===== config.mk =====
export PLATFORM = sky130hd
export DESIGN_NAME = uart_rx_ctrl
export DESIGN_NICKNAME = d
export VERILOG_FILES = /design/src/rtl/uart_rx_ctrl.sv
export SDC_FILE = /design/constraint.sdc
export NUM_CORES = 1
export LEC_CHECK = 0
export CAP_MARGIN = 0
export CORE_UTILIZATION = 55
export DETAILED_ROUTE_END_ITERATION = 16
export GPL_TIMING_DRIVEN = 0
export MAX_ROUTING_LAYER = met4
export PLACE_DENSITY = 0.84
export SYNTH_ARGS = -nofsm -noshare
export SYNTH_HDL_FRONTEND = slang
export SYNTH_SLANG_ARGS = --single-unit

===== constraint.sdc =====
create_clock -name clk -period 5.6 [get_ports clk]
set_input_delay 0.84 -clock clk [delete_from_list [all_inputs] [get_ports clk]]
set_output_delay 0.84 -clock clk [all_outputs]
set_load 0.005 [all_outputs]

===== src/rtl/uart_rx_ctrl.sv =====
// Sequencing controller for one UART RX channel: start detection, bit/edge counting,
// check-block enables and the per-frame data_valid / frame_err verdict.
module uart_rx_ctrl #(
    parameter int DATA_WIDTH = 8,
    parameter int PRESC_W    = 6,
    localparam int BW        = $clog2(DATA_WIDTH + 1)
) (
    input  logic               clk,
    input  logic               rst,
    input  logic               rx_in,
    input  logic [PRESC_W-1:0] prescale,
    input  logic               par_en,
    input  logic               start_glitch,
    input  logic               parity_error,
    input  logic               stop_error,
    output logic               data_samp_en,
    output logic [PRESC_W-1:0] edge_cnt,
    output logic [BW-1:0]      bit_cnt,
    output logic               start_check_en,
    output logic               deser_en,
    output logic               parity_check_en,
    output logic               stop_check_en,
    output logic               data_valid,
    output logic               frame_err
);

    localparam logic [2:0] IDLE   = 3'd0;
    localparam logic [2:0] START  = 3'd1;
    localparam logic [2:0] DATA   = 3'd2;
    localparam logic [2:0] PARITY = 3'd3;
    localparam logic [2:0] STOP   = 3'd4;

    logic [2:0]         state_q, state_nx;
    logic [PRESC_W-1:0] p_q, s_val, e_val, edge_nx;
    logic [BW-1:0]      bit_nx;
    logic               par_en_q, par_err_q;
    logic               at_end, detect, en_tick;

    always_comb begin
        s_val    = (p_q >> 1) + PRESC_W'(2);
        e_val    = p_q - PRESC_W'(1);
        at_end   = (edge_cnt == e_val);
        detect   = (state_q == IDLE) && !rx_in;
        state_nx = state_q;
        bit_nx   = bit_cnt;
        edge_nx  = '0;
        if (state_q != IDLE)
            edge_nx = at_end ? '0 : edge_cnt + PRESC_W'(1);
        case (state_q)
            IDLE: begin
                bit_nx = '0;
                if (!rx_in) state_nx = START;
            end
            START: if (at_end) begin
                state_nx = start_glitch ? IDLE : DATA;
                bit_nx   = '0;
            end
            DATA: if (at_end) begin
                if (bit_cnt == BW'(DATA_WIDTH - 1)) begin
                    state_nx = par_en_q ? PARITY : STOP;
                    bit_nx   = '0;
                end else begin
                    bit_nx = bit_cnt + BW'(1);
                end
            end
            PARITY: if (at_end) state_nx = STOP;
            STOP:   if (at_end) state_nx = IDLE;
            default: state_nx = IDLE;
        endcase
        // Enables are registered, so they look ahead at the next tick to line up with edge_cnt.
        en_tick = (state_nx != IDLE) && (edge_nx == s_val);
    end

    always_ff @(posedge clk) begin
        if (rst) begin
            state_q         <= IDLE;
            edge_cnt        <= '0;
            bit_cnt         <= '0;
            p_q             <= '0;
            par_en_q        <= 1'b0;
            par_err_q       <= 1'b0;
            data_samp_en    <= 1'b0;
            start_check_en  <= 1'b0;
            deser_en        <= 1'b0;
            parity_check_en <= 1'b0;
            stop_check_en   <= 1'b0;
            data_valid      <= 1'b0;
            frame_err       <= 1'b0;
        end else begin
            state_q         <= state_nx;
            edge_cnt        <= edge_nx;
            bit_cnt         <= bit_nx;
            data_samp_en    <= (state_nx != IDLE);
            start_check_en  <= en_tick && (state_nx == START);
            deser_en        <= en_tick && (state_nx == DATA);
            parity_check_en <= en_tick && (state_nx == PARITY);
            stop_check_en   <= en_tick && (state_nx == STOP);
            if (detect) begin
                p_q       <= (prescale < PRESC_W'(8)) ? PRESC_W'(8) : prescale;
                par_en_q  <= par_en;
                par_err_q <= 1'b0;
            end else if (state_q == PARITY && at_end) begin
                par_err_q <= parity_error;
            end
            // Verdict appears the cycle after the last STOP tick, once stop_error is settled.
            data_valid <= (state_q == STOP) && at_end && !stop_error && !par_err_q;
            frame_err  <= (state_q == STOP) && at_end && (stop_error || par_err_q);
        end
    end

endmodule


==> impl_metrics.ini <==
[outcome]
status = completed

[sta]
hold_viol = 0
setup_tns_ns = 0
skew_ns = 0.0124
drv_slew = 0
max_freq_mhz = 398
holdWs_ns = 0.473
setup_viol = 0
tightest_slew_ns = 0.579
fin_crit_ns = 2.51
slew_headroom_pct = 61.4
rsz0062_at_grt = false
min_period_over_period_pct = 44.9

[drt]
routed_wl_um = 3710
wire_per_inst_um = 14.8
drtIter0Drc = 60
wl_met3_um = 170
firstDrtPassIters = 5
vias_per_cell = 6.05
drc = 0
antenna_left = 0
met1Wirelength_um = 1670
highest_layer = met4
vias = 1513
dr_wl_met2_um = 1820

[placement]
dp_hpwl_um = 2890
gp_congestion = 0.950
port_buffers = 29
post_dp_cell_area_um2 = 1860

[finish]
layout-drive-gt1-share_pct = 4.09
fillers = 222
multi_input_area_um2 = 920
layout.area.seq_um2 = 561
design_area_um2 = 1890
nNetsFinal = 241
diodes = 0
utilization_pct = 73.4
synthToLayoutAreaGrowth_pct = 22.8

[logic_synthesis]
synth_top_area_share_pct = 36.5
synth_common_cells = 28 x dfxtp_1, 20 x nand2_1, 19 x nor2_1, 14 x a21oi_1, 14 x nor3_1
syn_nets = 207
synth-compound-area-share_pct = 14.9
synth_area_leader_cell = dfxtp_1
synth_cell_types = 38
syn_area_per_cell_um2 = 8.17
synth-adder-area-share_pct = 4.89
synth_area_um2 = 1540
synth_area_leaders = dfxtp_1 37%, xor2_1 5.7%, ha_1 4.9%
async_flop_share_pct = 0
synthMuxAreaShare_pct = 1.30
synth-edff-count = 0
ys_seq_area_share_pct = 36.5
synth_warnings = 0
synthSimpleGateAreaFrac_pct = 29.7
synthFlopType = dfxtp_1
synth_most_common_cell = dfxtp_1
synth_top_family_by_area = simple AND/OR/NAND/NOR gates
ys_ff_latch = 28
synthCells = 188
synth-xor-area-share_pct = 9.13

[power]
power.internal_mw = 0.261
p_per_area_nw_per_um2 = 194
seqPwrFrac_pct = 57.9
power.share.clock_pct = 23.0
power_leakage_nw = 0.729
swShare_pct = 28.5
combPwrFrac_pct = 19.1
ir_drop_uv = 170
p_switching_mw = 0.104

[global_routing]
grt_pass1_vias = 1383
antenna_found_initial = 0
grt_max_degree = 15
grt_use_total_pct = 28.9
grt_pass1_wl_um = 6090
grt_overflow_total = 0

[floorplanning]
rows = 18
die-area_um2 = 3010
start_util_pct = 59.8
die_w_um = 54.8
ios = 30
dieHeight_um = 54.8
coreArea_um2 = 2570

[clock_tree]
cts-root-buf = clkbuf_4
cts.sinks = 28
post_cts_resize_count = 0
htree_num_levels = 1
post_cts_buffers = 0
cts_tree = built
cts_buffer_depth = 2
hold_buffers = 0
clock_latency_ns = 0.33
cts.clk_slew.worst_paths_ns = 0.15
numCtsBuffers = 3

[worst_setup_path]
critPathKind = flop to flop
worstPathRequired_ns = 5.84
r2r-start = p_q[1]
cp-end-kind = flop
arrival_ns = 2.75
r2r_setup_slack_ns = 3.09
crit_fanout = 10
r2r_end = parity_check_en
reg2reg_depth = 9
startpoint_type = flop

[min_path]
min_path_cells = 1
worstHoldStart = par_err_q
min_to = data_valid
hold_class = flop to flop

[job]
max_cap_violations = 0
==> metrics by stage <==
| step | setup WS (ns) | power (mW) | std cells |
|---|---|---|---|
| CTS | 3.10 | 0.362 | 250 |
| floorplan | 3.45 | 0.260 | 188 |
| global route | 2.97 | 0.379 | 250 |
| detailed placement | 3.14 | 0.284 | 247 |
| global placement | 3.23 | 0.281 | 247 |
| finish | 3.09 | 0.365 | 250 |
==> per-layer routing <==
layer | up-vias | global-route usage (%)
li1 | 737 | -
met1 | 717 | 37.6
met2 | 50 | 47.0
met3 | 9 | 3.33
met4 | 0 | 7.69
met5 | - | -
==> registers in the layout, summed over array words and instances (netlist names) <==
register         count
edge_cnt             6
frame_err            1
deser_en             1
bit_cnt              4
data_samp_en         1
par_en_q             1
state_q              3
p_q                  6
stop_check_en        1
par_err_q            1
start_check_en       1
parity_check_en      1
data_valid           1
==> worst max-delay path, cell delays in order, from the launching register on <==
cell and delay, ns:
dfxtp_1 0.48, inv_1 0.08, ha_1 0.29, xor2_1 0.17, and4b_1 0.32, nand3_4 0.17, buf_2 0.24, a31oi_1 0.17
o221ai_1 0.20, nor4_1 0.30
==> cell families after synthesis <==
group	Yosys count
DFF	28
muxes	2
buffers and inverters	14
and+or+nand+nor	88
xor gates and xnor gates	16
adders and majority gates	6
AOI/OAI and AO/OA	34
==> worst max path at each step <==
| stage | from | end | slack [ns] | cells past startpoint |
|---|---|---|---|---|
| after global placement | p_q[2] | parity_check_en | 3.23 | 10 |
| final | p_q[1] | parity_check_en | 3.09 | 9 |
| after global routing | p_q[2] | parity_check_en | 2.97 | 11 |
| after CTS | p_q[2] | parity_check_en | 3.10 | 10 |
| after detailed placement | p_q[2] | parity_check_en | 3.14 | 10 |
| after floorplan | p_q[2] | deser_en | 3.45 | 10 |
==> layout make-up <==
cell class	count	share of cell area [%]
Tap cell	30	1.99
Multi-Input combinational cell	146	48.8
Inverter	7	1.39
Sequential cell	28	29.7
Clock buffer	3	1.19
Timing Repair Buffer	29	15.4
Buffer	7	1.53
==> cell usage in the layout (no fill, tap or decap) <==
cell	n
a21oi_1	14
or3_1	2
nand2b_1	6
nand3_4	1
clkbuf_1	5
o211a_1	1
dfxtp_1	28
nor3b_1	3
and4b_1	2
buf_2	2
o2111ai_1	2
a31oi_1	1
nor3_1	14
ha_1	6
xor2_1	10
nor4_1	3
o41ai_1	1
clkbuf_4	3
nand2_1	20
nand3_1	10
nor3_2	1
clkdlybuf4s50_1	29
o21a_1	1
o21bai_1	1
nor2_1	19
nor4b_1	1
o211ai_1	1
a211oi_1	3
nor2_2	1
inv_1	7
a41o_1	1
xnor2_1	6
mux2i_1	2
or4b_1	1
a21o_1	2
o221ai_1	2
a31o_2	1
and3_1	4
a22oi_1	2
o21ai_0	1
==> power by group through the flow <==
stage               combinational [mW]  clock (mW)  sequential (mW)
finish                          0.0697      0.0839            0.211
global route                    0.0767      0.0906            0.212
CTS                             0.0691      0.0820            0.211
detailed placement              0.0689           0            0.215
global placement                0.0659           0            0.215
floorplan                       0.0459           0            0.214
(Power assumes the default switching activity.)
